**src/rtl/jtpopeye_colmix_n.sv**
```systemverilog
`default_nettype none
// ============================================================================
// Module   : jtpopeye_colmix_n
// Purpose  : Multi-layer colour mixer. Picks the highest-priority opaque
//            layer and looks up its colour in a runtime-loadable palette RAM.
//            It then applies blanking and a frame-synchronous global fade, and
//            registers RGB for the DAC.
// Ports    : clk, rst (sync, active-high), cen (pixel enable)
//            prog_addr/prog_din/prog_we : palette write port (any clk)
//            lay_col/lay_v              : per-layer colour index / opaque flag
//            HB_n/VB_n                  : active-low blanking
//            fade_out/fade_in/fade_busy : global brightness ramp control
//            red/green/blue             : registered colour output
// Revision : 1.0 - initial release
// ============================================================================
module jtpopeye_colmix_n #(
    parameter int NL    = 3,
    parameter int IW    = 5,
    parameter int CW    = 3,
    parameter int FSTEP = 4,
    localparam int LSW  = (NL <= 2) ? 1 : $clog2(NL)
) (
    input  logic                clk,
    input  logic                rst,
    input  logic                cen,
    input  logic [LSW+IW-1:0]   prog_addr,
    input  logic [3*CW-1:0]     prog_din,
    input  logic                prog_we,
    input  logic [NL*IW-1:0]    lay_col,
    input  logic [NL-1:0]       lay_v,
    input  logic                HB_n,
    input  logic                VB_n,
    input  logic                fade_out,
    input  logic                fade_in,
    output logic                fade_busy,
    output logic [CW-1:0]       red,
    output logic [CW-1:0]       green,
    output logic [CW-1:0]       blue
);

    localparam int c_AW = LSW + IW;
    localparam int c_PD = 1 << c_AW;

    localparam logic [1:0] c_ST_IDLE  = 2'd0;
    localparam logic [1:0] c_ST_OUT   = 2'd1;
    localparam logic [1:0] c_ST_BLACK = 2'd2;
    localparam logic [1:0] c_ST_IN    = 2'd3;

    localparam logic [3:0] c_FLAST = 4'(FSTEP - 1);

    // ------------------------------------------------------------------
    // Priority resolve. The background layer is treated as always opaque,
    // so it is the fallback when no higher layer claims the pixel.
    // ------------------------------------------------------------------
    logic [LSW-1:0] w_sel;
    logic [IW-1:0]  w_col;

    always_comb begin
        w_sel = LSW'(NL - 1);
        w_col = lay_col[(NL-1)*IW +: IW];
        for (int k = NL - 1; k >= 0; k--) begin
            if (lay_v[k] || (k == NL - 1)) begin
                w_sel = LSW'(k);
                w_col = lay_col[k*IW +: IW];
            end
        end
    end

    // ------------------------------------------------------------------
    // Palette RAM: no reset. The read is non-blocking, so a same-clk write
    // to the address being read yields the old contents.
    // ------------------------------------------------------------------
    logic [3*CW-1:0] pal_mem [0:c_PD-1];
    logic [3*CW-1:0] pal_rd_q;
    logic [c_AW-1:0] addr_q, addr_d;

    always_ff @(posedge clk) begin
        if (prog_we)
            pal_mem[prog_addr] <= prog_din;
        if (cen)
            pal_rd_q <= pal_mem[addr_q];
    end

    // ------------------------------------------------------------------
    // Pipeline and fade state
    // ------------------------------------------------------------------
    logic          blank1_q, blank1_d;
    logic          blank2_q, blank2_d;
    logic [CW-1:0] red_q, red_d, green_q, green_d, blue_q, blue_d;
    logic [1:0]    state_q, state_d;
    logic [2:0]    bright_q, bright_d;
    logic [3:0]    fcnt_q, fcnt_d;
    logic          vb_hist_q, vb_hist_d;
    logic          pend_out_q, pend_out_d;
    logic          pend_in_q, pend_in_d;

    logic            w_req_out, w_req_in, w_tick, w_step;
    logic [CW+2:0]   w_bmul, w_pr, w_pg, w_pb;

    // Brightness scale: c*(bright+1)>>3, so bright=7 is the identity.
    always_comb begin
        w_bmul = (CW+3)'({1'b0, bright_q}) + (CW+3)'(1);
        w_pr   = (CW+3)'(pal_rd_q[3*CW-1 -: CW]) * w_bmul;
        w_pg   = (CW+3)'(pal_rd_q[2*CW-1 -: CW]) * w_bmul;
        w_pb   = (CW+3)'(pal_rd_q[CW-1:0])       * w_bmul;
    end

    always_comb begin
        addr_d   = addr_q;
        blank1_d = blank1_q;
        blank2_d = blank2_q;
        red_d    = red_q;
        green_d  = green_q;
        blue_d   = blue_q;
        if (cen) begin
            addr_d   = {w_sel, w_col};
            blank1_d = ~HB_n | ~VB_n;
            blank2_d = blank1_q;
            if (blank2_q) begin
                red_d   = '0;
                green_d = '0;
                blue_d  = '0;
            end else begin
                red_d   = w_pr[CW+2:3];
                green_d = w_pg[CW+2:3];
                blue_d  = w_pb[CW+2:3];
            end
        end
    end

    // Requests may arrive on non-cen clocks; they are held pending until
    // the next cen so the FSM itself only moves on pixel boundaries.
    always_comb begin
        w_req_out = pend_out_q | fade_out;
        w_req_in  = (pend_in_q | fade_in) & ~w_req_out;
        w_tick    = vb_hist_q & ~VB_n;
        w_step    = w_tick && (fcnt_q == c_FLAST);

        state_d    = state_q;
        bright_d   = bright_q;
        fcnt_d     = fcnt_q;
        vb_hist_d  = vb_hist_q;
        pend_out_d = w_req_out;
        pend_in_d  = pend_in_q | fade_in;

        if (cen) begin
            pend_out_d = 1'b0;
            pend_in_d  = 1'b0;
            vb_hist_d  = VB_n;
            case (state_q)
                c_ST_IDLE: begin
                    bright_d = 3'd7;
                    if (w_req_out) begin
                        state_d = c_ST_OUT;
                        fcnt_d  = 4'd0;
                    end
                end
                c_ST_OUT: begin
                    if (w_req_in) begin
                        state_d = c_ST_IN;
                        fcnt_d  = 4'd0;
                    end else if (w_step) begin
                        fcnt_d   = 4'd0;
                        bright_d = bright_q - 3'd1;
                        if (bright_q == 3'd1)
                            state_d = c_ST_BLACK;
                    end else if (w_tick) begin
                        fcnt_d = fcnt_q + 4'd1;
                    end
                end
                c_ST_BLACK: begin
                    bright_d = 3'd0;
                    if (w_req_in) begin
                        state_d = c_ST_IN;
                        fcnt_d  = 4'd0;
                    end
                end
                c_ST_IN: begin
                    if (w_req_out) begin
                        state_d = c_ST_OUT;
                        fcnt_d  = 4'd0;
                    end else if (w_step) begin
                        fcnt_d   = 4'd0;
                        bright_d = bright_q + 3'd1;
                        if (bright_q == 3'd6)
                            state_d = c_ST_IDLE;
                    end else if (w_tick) begin
                        fcnt_d = fcnt_q + 4'd1;
                    end
                end
                default: begin
                    state_d  = c_ST_IDLE;
                    bright_d = 3'd7;
                    fcnt_d   = 4'd0;
                end
            endcase
        end
    end

    always_ff @(posedge clk) begin
        if (rst) begin
            addr_q     <= '0;
            blank1_q   <= 1'b1;
            blank2_q   <= 1'b1;
            red_q      <= '0;
            green_q    <= '0;
            blue_q     <= '0;
            state_q    <= c_ST_IDLE;
            bright_q   <= 3'd7;
            fcnt_q     <= 4'd0;
            vb_hist_q  <= 1'b1;
            pend_out_q <= 1'b0;
            pend_in_q  <= 1'b0;
        end else begin
            addr_q     <= addr_d;
            blank1_q   <= blank1_d;
            blank2_q   <= blank2_d;
            red_q      <= red_d;
            green_q    <= green_d;
            blue_q     <= blue_d;
            state_q    <= state_d;
            bright_q   <= bright_d;
            fcnt_q     <= fcnt_d;
            vb_hist_q  <= vb_hist_d;
            pend_out_q <= pend_out_d;
            pend_in_q  <= pend_in_d;
        end
    end

    assign fade_busy = (state_q == c_ST_OUT) | (state_q == c_ST_IN);
    assign red       = red_q;
    assign green     = green_q;
    assign blue      = blue_q;

endmodule
`default_nettype wire

```
**config.mk**
```make
export PLATFORM = sky130hd
export DESIGN_NAME = jtpopeye_colmix_n
export DESIGN_NICKNAME = d
export VERILOG_FILES = /design/src/rtl/jtpopeye_colmix_n.sv
export SDC_FILE = /design/constraint.sdc
export NUM_CORES = 1
export LEC_CHECK = 0
export ABC_AREA = 0
export CORE_MARGIN = 8
export CORE_UTILIZATION = 50
export CTS_CLUSTER_DIAMETER = 30
export CTS_CLUSTER_SIZE = 20
export DETAILED_ROUTE_END_ITERATION = 8
export PLACE_DENSITY = 0.66
export SYNTH_ARGS = -nofsm -noshare
export SYNTH_HDL_FRONTEND = slang
export SYNTH_SLANG_ARGS = --single-unit
export TNS_END_PERCENT = 30
```
**constraint.sdc**
```tcl
create_clock -name clk -period 3.83 [get_ports clk]
set_clock_uncertainty 0.05 [all_clocks]
set_input_delay 1.149 -clock clk [delete_from_list [all_inputs] [get_ports clk]]
set_output_delay 1.149 -clock clk [all_outputs]
set_load 0.05 [all_outputs]
```
==> reports/qor.yml <==
ys_async_sr_fraction: 0
htree_levels: 4
multi_input_area_sq_um: 10770
synth_area_sq_um: 46760
hold-worst-slack_ns: 0.4064
final_antenna_net_count: 0
place_hpwl_microns: 65120
final_common_cell: "edfxtp_1"
synth_top_area_share: 0.7455
clock_path_buffers: 3
grt-ovfl-total: 0
pwr-share-clk: 0.529
p_sw_mw: 7.657
viasPerCell: 5.947
place_area_sq_um: 50180
synth-seq-cells: 1191
fin_crit_ns: 3.669
vias: 22920
cts_root_buffer: "clkbuf_16"
crit_fanout: 5
mostFrequentLayoutCells: "1,161 x edfxtp_1, 378 x mux4_2, 200 x clkbuf_16"
grtUsageTotal: 0.2111
nets: 2495
p_leak_nw: 18.37
hold_violations: 0
hold_class: "register to register"
post_cts_resize_count: 0
comb_power_share: 0.055
wirelength_microns: 108000
finalSetupViolCount: 0
fmax_ghz: 0.2726
syn_to_final_growth_pct: 22.50
clk_pin_slew_worst_paths_ns: 0.05
worst_pin_slew_ns: 1.071
numClockSinks: 1191
power_density_nw_per_um2: 606.9
synth_area_leaders: "edfxtp_1 75%, mux4_2 18%, dfxtp_1 1.3%, nor2_1 1.2%, clkbuf_1 0.55%"
gp_congestion: 0.8095
ys.flop_type: "edfxtp_1"
grt_max_degree: 113
fp.dieW_microns: 321.8
maxSlewViolCount: 0
numCtsBuffers: 200
grt_pass1_vias: 23850
ir_drop_v: 0.0004449
drt-initial-drc-count: 2642
power.share.sequential: 0.416
swShare: 0.2202
cp-start-kind: "register"
drt_first_pass_iters: 5
fp.coreArea_sq_um: 93050
ys_seq_area_frac: 0.7583
postCtsHoldBufs: 0
rows: 112
cap_violations: 0
intPower_mw: 27.11
arrival_ns: 2.47
synth_warnings: 0
drive_gt1_frac: 0.3627
post-place-cells: 3477
final-seq-area_sq_um: 35480
die_y_microns: 321.8
tritoncts: "done"
drc: 0
antenna_found_initial: 8
dieArea_sq_um: 103600
port_buffers: 50
synthCells: 2077
yosys.cell_types.count: 45
ioPinCount: 52
synth_edf_count: 1161
synth.avg_cell_area_sq_um: 22.52
design_area_sq_um: 57280
end_kind: "output pin"
grt_pass1_wl_microns: 160400
synth.largest_area_cell: "edfxtp_1"
setup_tns_ns: 0
worstSetupPathType: "register to output pin"
stdcell_count: 3854
fillers: 6291
finalCritPeriodShare: 0.9580
power_mw: 34.76
start_util: 0.5026
slew_headroom: 0.2851
syn_nets: 2147
worstPathRequired_ns: 2.63
wl_per_cell_microns: 28.01
worstSkewPairLatency_ns: 0.79
postCtsSetupBuffers: 0
status: "finished clean"
grt_setup_unrepaired: "no"
registers in the layout, indices dropped and copies added, names as in the netlist:
| signal | count |
|---|---|
| pal_mem | 1152 |
| pal_rd_q | 9 |
| addr_q | 7 |
| fcnt_q | 4 |
| blue | 3 |
| bright_q | 3 |
| green | 3 |
| red | 3 |
| state_q | 2 |
| blank1_q | 1 |
| blank2_q | 1 |
| pend_in_q | 1 |
| pend_out_q | 1 |
| vb_hist_q | 1 |
worst paths after layout:
path / from / slack, ns / end / cells past startpoint
setup / recovery: state_q[1] / 0.16 / fade_busy / 5
hold / removal: blank1_q / 0.41 / blank2_q / 1
setup reg to reg: addr_q[0] / 0.48 / pal_rd_q[3] / 6
hold reg to reg: blank1_q / 0.41 / blank2_q / 1
cell type report:
cell class                      instances  area share
Sequential cell                      1191      0.6193
Clock inverter                        157     0.03547
Inverter                               21    0.001376
Clock buffer                          217     0.08848
Tap cell                             1254     0.02739
Multi-Input combinational cell        758      0.1881
Timing Repair Buffer                  253     0.03975
Antenna cell                            3   0.0001311
power groups by stage:
stage	Sequential, mW	Combinational, mW	Clock (mW)
after floorplan	14.7	1.13	0
after global placement	14.7	1.88	0
after detailed placement	14.7	1.92	0
after CTS	14.5	1.94	18.6
after global routing	14.5	2.05	19.2
final	14.5	1.91	18.4
layer usage:
metal | GRT usage | share of wire
met4 | 0.05750 | 0.022
met5 | 0 | 0.00019
met2 | 0.3412 | 0.49
met3 | 0.04942 | 0.080
met1 | 0.2909 | 0.40
metrics by stage:
step / worst slack, ns / util
5_1_grt: 0.07126 / 0.6156
4_1_cts: 0.1329 / 0.6156
3_3_place_gp: 0.3772 / 0.5393
3_5_place_dp: 0.3134 / 0.5393
6_report: 0.1610 / 0.6156
2_1_floorplan: 0.7549 / -
cell usage after synthesis (2+ instances only):
| cell | instances |
|---|---|
| a31oi_1 | 3 |
| a21boi_1 | 2 |
| and2_1 | 13 |
| nor2b_1 | 20 |
| xnor2_1 | 3 |
| nand2b_1 | 9 |
| o31ai_1 | 5 |
| a21oi_1 | 12 |
| nand3_1 | 21 |
| mux2i_1 | 12 |
| mux2_2 | 9 |
| edfxtp_1 | 1161 |
| o21ai_0 | 8 |
| a211o_1 | 2 |
| dfxtp_1 | 30 |
| nand2_1 | 36 |
| ha_1 | 19 |
| nor4_1 | 2 |
| fa_1 | 9 |
| buf_2 | 22 |
| nand4_1 | 6 |
| buf_1 | 13 |
| mux4_2 | 378 |
| clkbuf_1 | 68 |
| o21ai_1 | 7 |
| or2_1 | 2 |
| inv_1 | 21 |
| nor3_1 | 8 |
| buf_6 | 3 |
| o32ai_1 | 3 |
| nor2_1 | 148 |
| xor2_1 | 9 |
kinds of logic after synthesis:
| group | after synthesis | share of synthesized area |
|---|---|---|
| mux | 399 | 0.1868 |
| xor+xnor | 12 | 0.002248 |
| buf+inv | 128 | 0.01142 |
| flops | 1191 | 0.7583 |
| compound gates | 50 | 0.006850 |
| simple gates | 269 | 0.02542 |
| fa+ha+maj | 28 | 0.008936 |
critical path, stage by stage (launching register included):
cell             delay [ns]
dfxtp_1                0.40
inv_1                  0.11
ha_1                   0.24
nor2_1                 0.18
inv_1                  0.07
clkdlybuf4s50_1        0.70
No activity file was read; power rests on OpenSTA's default activity.
